[src/rtl/br_flow_mux_wrr_pkt_stable.sv]
// br_flow_mux_wrr_pkt_stable: packet-aware weighted round-robin flow mux with a registered egress stage.
// Optional macro BR_FLOW_MUX_WRR_PKT_COUNT_EN adds a per-flow completed-packet counter output (pkt_count).
module br_flow_mux_wrr_pkt_stable #(
    parameter int NumFlows = 2,
    parameter int Width = 1,
    parameter int WeightWidth = 4
) (
    input  logic                                 clk,
    input  logic                                 rst,
    input  logic [NumFlows-1:0][WeightWidth-1:0] weight,
    output logic [NumFlows-1:0]                  push_ready,
    input  logic [NumFlows-1:0]                  push_valid,
    input  logic [NumFlows-1:0][Width-1:0]       push_data,
    input  logic [NumFlows-1:0]                  push_last,
    input  logic                                 pop_ready,
    output logic                                 pop_valid,
    output logic [Width-1:0]                     pop_data,
    output logic                                 pop_last
`ifdef BR_FLOW_MUX_WRR_PKT_COUNT_EN
    ,
    output logic [NumFlows-1:0][15:0]            pkt_count
`endif
);
    localparam int IW = $clog2(NumFlows);
    typedef enum logic {ARB, LOCK} state_t;
    state_t state;
    logic [IW-1:0] cur, ptr, sel, idx;
    logic [WeightWidth-1:0] credit, base;
    logic [NumFlows-1:0] elig, grant;
    logic pop_free, cont, fresh, found, xfer, sel_last;

    // Pick the granted flow: hold the packet owner in LOCK, continue its quota at a boundary, else rotate from ptr.
    always_comb begin
        elig = '0;
        for (int i = 0; i < NumFlows; i++) elig[i] = push_valid[i] && (weight[i] != '0);
        cont = (state == ARB) && (credit != '0) && elig[cur];
        fresh = (state == ARB) && !cont;
        found = !fresh;
        sel = cur;
        idx = '0;
        for (int k = 0; k < NumFlows; k++) begin
            idx = IW'((int'(ptr) + k) % NumFlows);
            if (!found && elig[idx]) begin
                found = 1'b1;
                sel = idx;
            end
        end
        grant = found ? (NumFlows'(1) << sel) : '0;
        pop_free = !pop_valid || pop_ready;
        push_ready = grant & {NumFlows{pop_free && !rst}};
        xfer = |(push_valid & push_ready);
        sel_last = push_last[sel];
        base = fresh ? weight[sel] : credit;
    end

    // Output register plus arbitration state; a first beat loads the quota and a last beat consumes one packet of it.
    always_ff @(posedge clk) begin
        if (rst) begin
            state <= ARB;
            cur <= '0;
            ptr <= '0;
            credit <= '0;
            pop_valid <= 1'b0;
            pop_data <= '0;
            pop_last <= 1'b0;
        end else begin
            if (pop_free) pop_valid <= xfer;
            if (xfer) begin
                pop_data <= push_data[sel];
                pop_last <= sel_last;
                cur <= sel;
                if (fresh) ptr <= (sel == IW'(NumFlows - 1)) ? '0 : sel + 1'b1;
                credit <= sel_last ? base - WeightWidth'(base != '0) : base;
                state <= sel_last ? ARB : LOCK;
            end
        end
    end

`ifdef BR_FLOW_MUX_WRR_PKT_COUNT_EN
    // Count packets completed per flow, wrapping at 16 bits.
    always_ff @(posedge clk) begin
        if (rst) pkt_count <= '0;
        else if (xfer && sel_last) pkt_count[sel] <= pkt_count[sel] + 16'd1;
    end
`endif

`ifndef SYNTHESIS
    for (genvar g = 0; g < NumFlows; g++) begin : g_chk
        assert property (@(posedge clk) disable iff (rst)
            push_valid[g] && !push_ready[g] |=> push_valid[g] && $stable(push_data[g]) && $stable(push_last[g]));
        assert property (@(posedge clk) disable iff (rst)
            (state == ARB) && grant[g] |-> weight[g] != '0);
    end
    assert property (@(posedge clk) disable iff (rst)
        pop_valid && !pop_ready |=> pop_valid && $stable(pop_data) && $stable(pop_last));
    assert property (@(posedge clk) $onehot0(grant));
`endif
endmodule

[config.mk]
export PLATFORM = sky130hd
export DESIGN_NAME = br_flow_mux_wrr_pkt_stable
export DESIGN_NICKNAME = d
export VERILOG_FILES = /design/src/rtl/br_flow_mux_wrr_pkt_stable.sv
export SDC_FILE = /design/constraint.sdc
export NUM_CORES = 1
export LEC_CHECK = 0
export CORE_UTILIZATION = 50
export CTS_CLUSTER_SIZE = 14
export DETAILED_ROUTE_END_ITERATION = 16
export GPL_TIMING_DRIVEN = 0
export PLACE_DENSITY = 0.83
export RECOVER_POWER = 50
export SYNTH_ARGS = -nofsm -noshare
export SYNTH_HDL_FRONTEND = slang
export SYNTH_SLANG_ARGS = --single-unit
[constraint.sdc]
create_clock -name clk -period 9.4 [get_ports clk]
set_clock_uncertainty 0.2 [all_clocks]
set_input_delay 1.88 -clock clk [delete_from_list [all_inputs] [get_ports clk]]
set_output_delay 1.88 -clock clk [all_outputs]
set_load 0.005 [all_outputs]
# --- Word-level counts from Yosys, hierarchy flattened ---
# Index checks and enable logic that the tools add are counted.
op_classes:
  add_sub_neg: 3
  shifts: 1
  bitwise: 3
  n_lt_le_gt_ge: 4
  n_reduce_logical: 20
  muxes: 21
ops:
  columns: ["operator", "count"]
  rows:
  - ["$mux W1", 16]
  - ["$mux W4", 4]
  - ["$reduce_bool A4 Y1", 4]
  - ["$logic_and A1 B1 Y1", 8]
  - ["$lt A1 B2 Y1 const B", 4]
  - ["$logic_not A1 Y1", 5]
  - ["$and A2 B2 Y2", 2]
  - ["$sub A4 B1 Y4", 1]
  - ["$add A1 B1 Y1 const B", 2]
  - ["$mux W2", 1]
  - ["$reduce_and A2 Y1", 1]
  - ["$reduce_or A2 Y1", 1]
  - ["$shl A1 B1 Y2 const A", 1]
  - ["$logic_or A1 B1 Y1", 1]
  - ["$not A1 Y1", 1]
word_totals:
  elab_cells: 59
  inputBits: 17
  register_bits: 10

# --- Longest topological paths before layout ---
# Gate-level depths: netlist of the first run.
logic_depth:
  depth_word: 18
  depth_mapped: 12
  mapped_depth_nobuf: 12

# --- Worst setup path before layout of the first run ---
# OpenSTA, ideal clock, no wires.
synth_timing:
  path_type: "input -> output"
  start: "input weight[0] in the netlist's numbering"
  end: "output push_ready[1]"
  n_path_buf: 0
  t_arrival_ns: 2.997
  path_stages: 4
  slack_ns: 4.323
  cell_sequence: "or4_4 > a31oi_4 > a211o_2 > and2_2"
synth_via:
  elab_chain_len: 15
  elab_cells_between_ends: 22
  cone_classes: "1 x shift; 11 x mux; 1 x bitwise; 9 x reduce/logical"
synth_lines:
  columns: ["element", "line_no", "source"]
  rows:
  - ["from (decl)", "10", "input logic [NumFlows-1:0][WeightWidth-1:0] weight,"]
  - ["$reduce_bool A4 Y1 *", "35", "for (int i = 0; i < NumFlows; i++) elig[i] = push_valid[i] && (weight[i] != '0);"]
  - ["$logic_and A1 B1 Y1 *", "35", null]
  - ["$mux W1 (not written as such) (2 in series)", "36", "cont = (state == ARB) && (credit != '0) && elig[cur];"]
  - ["$logic_and A1 B1 Y1", "36", null]
  - ["$logic_not A1 Y1", "37", "fresh = (state == ARB) && !cont;"]
  - ["$logic_and A1 B1 Y1", "37", null]
  - ["$logic_not A1 Y1 or $logic_and A1 B1 Y1 (tied branches)", "38, 43", null]
  - ["$mux W1", "43", "if (!found && elig[idx]) begin"]
  - ["$logic_not A1 Y1", "43", null]
  - ["$logic_and A1 B1 Y1", "43", null]
  - ["$mux W1", "43", null]
  - ["$shl A1 B1 Y2", "48", "grant = found ? (NumFlows'(1) << sel) : '0;"]
  - ["$mux W2 *", "48", null]
  - ["$and A2 B2 Y2 *", "50", "push_ready = grant & {NumFlows{pop_free && !rst}};"]
  - ["to (decl)", "11", "output logic [NumFlows-1:0] push_ready,"]
# Mark *: on every way between the ends. The rest lies on a longest branch, timed or not. The select of a mux whose other input is x is not followed.

# --- Worst setup path after layout of the first run ---
layout_timing:
  start: "input weight[5] in the netlist's numbering"
  end: "output push_ready[0]"
# Same word-level chain as after synthesis.

==> results of run 1 <==
[per-layer routing]
metal,vias to the layer above,global-route usage,share of wire
met5,-,0,0
met1,371,0.326,0.50
li1,391,-,-
met2,21,0.397,0.46
met3,2,0.0261,0.041
met4,0,0.0839,0.0021
[cells in the final DEF, fill, tap and decap left out, types with 2 or more instances in the layout]
master           netlist  layout
nor2_1                14      14
xnor2_1                2       2
mux2i_1                1       2
a211oi_1               1       2
inv_1                  7       7
a21o_1                 3       3
a311oi_2               2       2
o21ai_0                3       3
o41ai_1                1       2
ha_1                   2       2
clkbuf_4               0       3
dfxtp_1               10      10
o21ai_1                3       3
a21oi_1                6       6
a211oi_2               2       2
nand2_1               11      11
clkdlybuf4s50_1        0      17
dlygate4sd3_1          0       3
a2111oi_0              2       2
a31oi_1                2       2
[logic make-up (layout without fill, tap and decap cells)]
kind of cell,Yosys count,count (layout),synth area share
compound gates,32,32,0.361
xor+xnor,2,2,0.0219
fa+ha+maj,2,2,0.0313
buf+inv,9,32,0.0517
flops,10,10,0.251
mux,4,4,0.0611
simple gates,35,35,0.223
[critical path, cell delays in order]
cell and delay [ps]:
clkdlybuf4s50_1 450, o41ai_1 790, nor3_2 140, a211oi_1 930
and2_1 240, clkdlybuf4s50_1 500
[power by group]
part | internal, mW | switching, mW | leakage [nW]
sequential | 0.0478 | 0.00394 | 0.0820
combinational | 0.0355 | 0.0426 | 0.298
clock | 0.0147 | 0.0129 | 0.0138
[registers in the layout, summed over array words and instances (netlist names)]
name,flops
credit,4
cur,1
pop_data,1
pop_last,1
pop_valid,1
ptr,1
state,1
[cell type report]
type / count / area share
multi-input combinational: 75 / 0.523
sequential: 10 / 0.201
timing repair buffer: 20 / 0.201
inverter: 7 / 0.0263
clock buffer: 3 / 0.0226
tap: 16 / 0.0201
buffer: 2 / 0.00752
[stage by stage]
stage	utilization	hold slack, ps
final	0.663	265
after global routing	0.663	297
after detailed placement	0.676	256
after CTS	0.691	266
after floorplan	-	236
after global placement	0.676	244
[worst max-delay path by stage]
stage / slack [ps] / endpoint / depth (start not counted) / start
after floorplan: 4320 / push_ready[1] / 4 / weight[0]
after global placement: 3220 / push_ready[0] / 6 / weight[4]
after detailed placement: 3220 / push_ready[0] / 6 / weight[5]
after CTS: 3200 / push_ready[0] / 6 / weight[5]
after global routing: 2150 / push_ready[0] / 6 / weight[5]
final: 2390 / push_ready[0] / 6 / weight[5]
==> metrics, run 1 <==
Placer Congestion 0.800; post-synthesis sequential area ratio 0.251; peak supply drop 0.129 mV; unrepaired setup endpoints after global routing no; die footprint 1760 sq um; Finished Layout Cells 133; layout cells sized above 1 0.145; P&R area growth vs syn 25.1%; WP data required 7320 ps; number of fill cells 133; setup ws final 2390 ps; Syn Nets 113; count leader, synth nor2_1; TritonCTS clock tree done; Slew HR 0.225; Root Driver clkbuf_4; Reg2Reg Capture Point credit[3]; hold_buf cts 0; cts repair resizes 0; Port Buffers 20; P per Cell Area 158 nW/um^2; vias in the first global route 806; Post-synth top cells nor2_1, nand2_1, dfxtp_1, inv_1, a21oi_1; initial antenna violation count 0; hold depth 2; max cap viols 0; Vias per Instance 5.90; Nets 138; Max Fanout on Critical Path 8; post-route cell area 998 sq um; Arr. time, crit path 4930 ps; syn avg cell area 8.49 sq um; Reg area 200 sq um; critical path class primary input to output pin; DIE WIDTH 42.0 microns; R2R Setup Slk 5750 ps; Synth area leader dfxtp_1; total power 0.157 mW; Final Cycle Share 0.745; drt total wl 1.92 mm; worst-skew pair later-pin latency 250 ps; endpoint class of the critical path output pin; setup bufs post-CTS 0; number of DRC markers in iteration 0 19; Tightest Hold Check Type register to register; GRT overflow 0; largest net degree at the start of global routing 11; Synthesis Warnings 0; Longest Clk Path Bufs 2; Placed Instances 130; FF-to-FF path depth 12; fmax 143 MHz; first drt pass iteration count 4; dpl cell area 1020 sq um; Placeable Area 1510 sq um; H-tree depth 1; routed via count 785; final slew viol count 0; # diodes 0; Yosys cell types 38; detailed placement HPWL 1.50 mm; Final TNS setup 0 ps; Syn Inst Count 94; Initial Util 0.530; DRC 0; status finished clean; first-pass GRT wire length 3.44 mm; fin crit period 7010 ps; Setup WS pre-CTS 3220 ps; Die H 42.0 microns; ANT nets after route 0; Clock Sinks 10; Mapped Area 798 sq um; Avg WL per Cell 14.4 microns; Hold Path Sink cur; num ports 22; hold path startpoint cur; Yosys reg bits 10; RR Startpoint credit[2]; post-synthesis async set-or-reset flop share 0; Rows 14; # setup viols final 0; area used by multi-input combinational logic 522 sq um; EDFF count, synth 0; Hold Fails Final Rpt 0; ys flop type dfxtp_1; LEAKAGE 0.394 nW; actual slew at the worst max-slew pin 1160 ps; post-synth top area share 0.251; Total Routing Usage GR 0.241; CP startpoint kind primary input; Clock transition at path regs 60 ps; ranking of synthesized cells by area dfxtp_1, nor2_1, nand2_1, a21oi_1, a311oi_2; TritonCTS buffer count 3
Power figures use the tool's default switching activity.
==> run 2: changes to the inputs <==
--- a/config.mk
+++ b/config.mk
@@ -5,11 +5,11 @@
 export SDC_FILE = /design/constraint.sdc
 export NUM_CORES = 1
 export LEC_CHECK = 0
-export CORE_UTILIZATION = 50
+export CORE_UTILIZATION = 46
 export CTS_CLUSTER_SIZE = 14
 export DETAILED_ROUTE_END_ITERATION = 16
 export GPL_TIMING_DRIVEN = 0
-export PLACE_DENSITY = 0.83
+export PLACE_DENSITY = 0.77
 export RECOVER_POWER = 50
 export SYNTH_ARGS = -nofsm -noshare
 export SYNTH_HDL_FRONTEND = slang
==> constraint.sdc (replaced) <==
create_clock -name clk -period 7.2 [get_ports clk]
set_clock_uncertainty 0.2 [all_clocks]
set_input_delay 1.44 -clock clk [delete_from_list [all_inputs] [get_ports clk]]
set_output_delay 1.44 -clock clk [all_outputs]
set_load 0.005 [all_outputs]
==> metrics, run 2 (same netlist as run 1, synthesis figures left out) <==
Nets 138 (unchanged); number of DRC markers in iteration 0 18 (-1); setup bufs post-CTS 0 (unchanged); vias in the first global route 838 (+4.0%); TritonCTS buffer count 3 (unchanged); Hold Fails Final Rpt 0 (unchanged); number of fill cells 143 (+7.5%); layout cells sized above 1 0.161 (+0.0157); Tightest Hold Check Type register to register; P&R area growth vs syn 29.5%; grt met3 use 0.0125 (-0.0136); fmax 166 MHz; first drt pass iteration count 11 (+7); detailed placement HPWL 1.44 mm (-3.7%); hold depth 2 (unchanged); WP data required 5560 ps (-1760 ps); Placer Congestion 0.786 (-1.8%); max cap viols 0 (unchanged); CP startpoint kind primary input; met1 usage 0.329 (+0.00293); Final Cycle Share 0.835; # setup viols final 0 (unchanged); most frequent cells in the layout clkdlybuf4s50_1, nor2_1, nand2_1; TritonCTS clock tree done; WP depth 6 (unchanged); # diodes 0 (unchanged); die footprint 1910 sq um (+8.3%); endpoint class of the critical path output pin; Finished Layout Cells 134 (+0.75%); Total Routing Usage GR 0.234 (-0.00760); largest net degree at the start of global routing 11 (unchanged); total power 0.219 mW (+39%); commonest non-fill, non-tap cell in the layout clkdlybuf4s50_1; routed via count 781 (-0.51%); critical path, cell by cell clkdlybuf4s50_1 > o41ai_4 > nor3_1 > a211oi_1 > and2_1 > clkdlybuf4s50_1; Root Driver clkbuf_4; LEAKAGE 0.414 nW (+5.2%); initial antenna violation count 0 (unchanged); first-pass GRT wire length 3.47 mm (+0.78%); Clock transition at path regs 60 ps (about the same); Critical Path Max Stage Delay 1080 ps (+150 ps); Reg area 200 sq um (unchanged); Initial Util 0.512 (-0.0179); num ports 22 (unchanged); Clock Sinks 10 (unchanged); P per Cell Area 212 nW/um^2 (+34%); Largest register FFs 4 (unchanged); FF-to-FF path depth 12 (unchanged); Vias per Instance 5.83 (-1.3%); RR Startpoint credit[2]; Port Buffers 20 (unchanged); Worst path most repeated cell clkdlybuf4s50_1; met2 usage 0.385 (-0.0118); Max Fanout on Critical Path 8 (unchanged); Placeable Area 1560 sq um (+3.5%); final slew viol count 0 (unchanged); Largest Register credit; Longest Clk Path Bufs 2 (unchanged); WP buf/inv 2 (unchanged); cts repair resizes 0 (unchanged); actual slew at the worst max-slew pin 1360 ps (+208 ps); Rows 14 (unchanged); Slew HR 0.0858 (-0.139); fin crit period 6010 ps; crit path max-delay cell type a211oi_1; post-route cell area 1030 sq um (+3.5%); dpl cell area 1020 sq um (unchanged); Final TNS setup 0 ps (unchanged); Most Crowded Layer GR met2; ANT nets after route 0 (unchanged); status finished with violations; Hold Path Sink cur; drt total wl 1.84 mm (-4.1%); peak supply drop 0.167 mV (+30%); worst-skew pair later-pin latency 270 ps (+20 ps); critical path class primary input to output pin; Arr. time, crit path 4370 ps (-560 ps); hold_buf cts 0 (unchanged); failing checks design-rule violations; R2R Setup Slk 3400 ps (-2350 ps); Die H 43.7 microns (+4.1%); CP delay by family, top compound AO/OA/AOI/OAI gates; DRC 2 (+2); H-tree depth 1 (unchanged); DIE WIDTH 43.7 microns (+4.1%); area used by multi-input combinational logic 536 sq um (+2.6%); hold path startpoint cur; unrepaired setup endpoints after global routing no; Placed Instances 130 (unchanged); Reg2Reg Capture Point credit[3]; Avg WL per Cell 13.7 microns (-4.8%); GRT overflow 0 (unchanged)
## run 2: through the flow
stage | util | hold WS [ps] | setup WS (ps)
after floorplan | - | 236 | 3000
after global placement | 0.653 | 243 | 1850
after detailed placement | 0.653 | 248 | 1830
after CTS | 0.677 | 256 | 1820
after global routing | 0.663 | 314 | 1070
final | 0.663 | 254 | 1190
## run 2: area by class of cell
cell class                      instances  share of cell area
Multi-Input combinational cell         75               0.518
Sequential cell                        10               0.194
Timing Repair Buffer                   20               0.194
Clock buffer                            4              0.0351
Inverter                                7              0.0254
Tap cell                               16              0.0194
Buffer                                  2              0.0145
## run 2: how the worst max path moves through the flow
| stage | startpoint | end | slack [ps] |
|---|---|---|---|
| 5_1_grt | weight[4] | push_ready[0] | 1070 |
| 2_1_floorplan | weight[0] | push_ready[1] | 3000 |
| 6_report | weight[4] | push_ready[0] | 1190 |
| 3_3_place_gp | weight[4] | push_ready[0] | 1850 |
| 4_1_cts | weight[4] | push_ready[0] | 1820 |
| 3_5_place_dp | weight[4] | push_ready[0] | 1830 |
## run 2: worst register-to-register path, stage by stage, from the launching register on
cell and delay [ps]:
dfxtp_1 330, nor4_2 400, nor3_1 170, a211oi_1 1080, nand2_1 140, a31oi_1 310
or4_1 170, ha_1 180, nand2_1 60, mux2i_1 140, o221ai_1 150, xnor2_1 180
a21o_1 190
## run 2: metal layers
layer,up-vias,wire length (microns),share of wire
met2,26,850,0.46
met1,355,885,0.48
met3,2,100,0.054
met5,-,0,0
met4,0,5,0.0027
li1,398,-,-
## run 2: power by group
group | total, mW | switching [mW] | internal [mW]
clock network | 0.0506 | 0.0198 | 0.0307
logic | 0.101 | 0.0540 | 0.0471
registers | 0.0672 | 0.00491 | 0.0623
==> run 3: changes to the inputs <==
--- a/config.mk
+++ b/config.mk
@@ -5,11 +5,11 @@
 export SDC_FILE = /design/constraint.sdc
 export NUM_CORES = 1
 export LEC_CHECK = 0
-export CORE_UTILIZATION = 46
+export CORE_UTILIZATION = 42
 export CTS_CLUSTER_SIZE = 14
 export DETAILED_ROUTE_END_ITERATION = 16
 export GPL_TIMING_DRIVEN = 0
-export PLACE_DENSITY = 0.77
+export PLACE_DENSITY = 0.74
 export RECOVER_POWER = 50
 export SYNTH_ARGS = -nofsm -noshare
 export SYNTH_HDL_FRONTEND = slang
==> constraint.sdc (replaced) <==
create_clock -name clk -period 4.9 [get_ports clk]
set_clock_uncertainty 0.2 [all_clocks]
set_input_delay 0.98 -clock clk [delete_from_list [all_inputs] [get_ports clk]]
set_output_delay 0.98 -clock clk [all_outputs]
set_load 0.005 [all_outputs]
==> metrics, run 3 (same netlist as run 1, synthesis figures left out) <==
routed via count 772 (-1.2%); first drt pass iteration count 4 (-7); Clock Sinks 10 (unchanged); # setup viols final 0 (unchanged); Slew HR 0.564 (+0.479); commonest non-fill, non-tap cell in the layout clkdlybuf4s50_1; endpoint class of the critical path output pin; Placer Congestion 0.815 (+3.6%); WP buf/inv 2 (unchanged); P per Cell Area 307 nW/um^2 (+45%); Vias per Instance 5.40 (-7.4%); hold depth 2 (unchanged); DIE WIDTH 45.6 microns (+4.4%); dpl cell area 1030 sq um (+1.1%); ANT nets after route 0 (unchanged); part of the power in registers 0.306 (about the same); Avg WL per Cell 12.9 microns (-6.2%); crit path max-delay cell type o41ai_1; R2R Setup Slk 1530 ps (-1870 ps); Max Fanout on Critical Path 7 (-1); Final Core Density 0.604 (-0.0586); Largest Register credit; Hold Path Sink cur; WP depth 6 (unchanged); peak supply drop 0.209 mV (+25%); fin crit period 4410 ps; critical path class primary input to output pin; WP data required 3720 ps (-1840 ps); P&R area growth vs syn 32.1%; RR Startpoint credit[2]; Initial Util 0.457 (-0.0547); CP startpoint kind primary input; GRT overflow 0 (unchanged); # diodes 0 (unchanged); switching power total 0.118 mW (+49%); Port Buffers 20 (unchanged); Root Driver clkbuf_4; Final Cycle Share 0.901; Nets 138 (unchanged); die footprint 2080 sq um (+9.1%); hold_buf cts 0 (unchanged); setup bufs post-CTS 0 (unchanged); Reg2Reg Capture Point credit[2]; Clock transition at path regs 60 ps (about the same); most frequent cells in the layout clkdlybuf4s50_1, nor2_1, nand2_1; max cap viols 0 (unchanged); Rows 15 (+1); number of DRC markers in iteration 0 16 (-2); Combinational Power Share 0.468 (+0.006); FF-to-FF path depth 11 (-1); Placeable Area 1750 sq um (+12%); Finished Layout Cells 143 (+6.7%); post-route cell area 1050 sq um (+2.1%); CP delay by family, top compound AO/OA/AOI/OAI gates; critical path, cell by cell clkdlybuf4s50_1 > o41ai_1 > a21o_1 > a211o_2 > and2_2 > clkdlybuf4s50_1; Tightest Hold Check Type register to register; Setup WS pre-CTS 398 ps (-1430 ps); cts repair resizes 0 (unchanged); TritonCTS buffer count 3 (unchanged); Arr. time, crit path 3230 ps (-1140 ps); layout cells sized above 1 0.169 (+0.00847); Critical Path Max Stage Delay 640 ps (-440 ps); total power 0.324 mW (+48%); Die H 45.6 microns (+4.4%); actual slew at the worst max-slew pin 635 ps (-728 ps); initial antenna violation count 0 (unchanged); DRC 0 (-2); num ports 22 (unchanged); Largest register FFs 4 (unchanged); worst-skew pair later-pin latency 260 ps (about the same); setup ws final 485 ps (-700 ps); Total Routing Usage GR 0.190 (-0.0440); largest net degree at the start of global routing 11 (unchanged); hold path startpoint cur; Placed Instances 139 (+6.9%); detailed placement HPWL 1.45 mm (+0.21%); internal cell power 0.206 mW (+47%); status finished clean; unrepaired setup endpoints after global routing no; Hold Fails Final Rpt 0 (unchanged); WHS 266 ps (+12.0 ps); LEAKAGE 0.413 nW (-0.22%); switch share 0.363 (+0.00352); H-tree depth 1 (unchanged); fmax 227 MHz; TritonCTS clock tree done; drt total wl 1.84 mm (+0.11%); Longest Clk Path Bufs 2 (unchanged); Final TNS setup 0 ps (unchanged); first-pass GRT wire length 2.86 mm (-17%); vias in the first global route 644 (-23%); Worst path most repeated cell clkdlybuf4s50_1; final slew viol count 0 (unchanged); clock share of power 0.226 (-0.005)
==> run 3: cell types whose count changed in the layout (fill, tap and decap cells not counted) <==
| cell | previous run | this run |
|---|---|---|
| a211oi_1 | 2 | 1 |
| a211oi_4 | 0 | 1 |
| buf_6 | 1 | 0 |
| clkbuf_1 | 0 | 1 |
| nor3_1 | 1 | 0 |
| nor3_2 | 0 | 1 |
==> run 3: final cells by class <==
type	instances	area, sq um
Inverter	7	26.3
Fill cell	168	691
Sequential cell	10	200
Buffer	2	7.51
Multi-Input combinational cell	75	553
Timing Repair Buffer	20	200
Tap cell	25	31.3
Clock buffer	4	36.3
==> run 3: worst max path at each step <==
stage	start	slack, ps	end
2_1_floorplan	weight[4]	1170	credit[2]
3_3_place_gp	weight[4]	400	credit[2]
3_5_place_dp	weight[4]	400	credit[2]
4_1_cts	weight[4]	450	push_ready[0]
5_1_grt	weight[4]	380	push_ready[0]
6_report	weight[0]	490	push_ready[1]
==> run 3: layer usage <==
layer  part of all wire  track usage
met2               0.44        0.283
met4             0.0054       0.0727
met5                  0            0
met1               0.51        0.280
met3              0.043       0.0159
==> run 3: worst register-to-register path: stages (launching register included) <==
cell and delay (ps):
dfxtp_1 330, nor4_2 470, nor3_2 150, a211o_2 370, a211oi_2 270, nor2_1 110, or4_1 490, ha_1 260
ha_1 200, nor2b_2 150, xnor2_1 150, a21oi_1 80
==> run 3: power by group through the flow <==
stage / combinational [mW] / sequential (mW) / clock, mW
floorplan: 0.109 / 0.0995 / 0
global placement: 0.152 / 0.100 / 0
detailed placement: 0.154 / 0.101 / 0
CTS: 0.155 / 0.0989 / 0.0749
global route: 0.169 / 0.100 / 0.0779
finish: 0.152 / 0.0992 / 0.0732
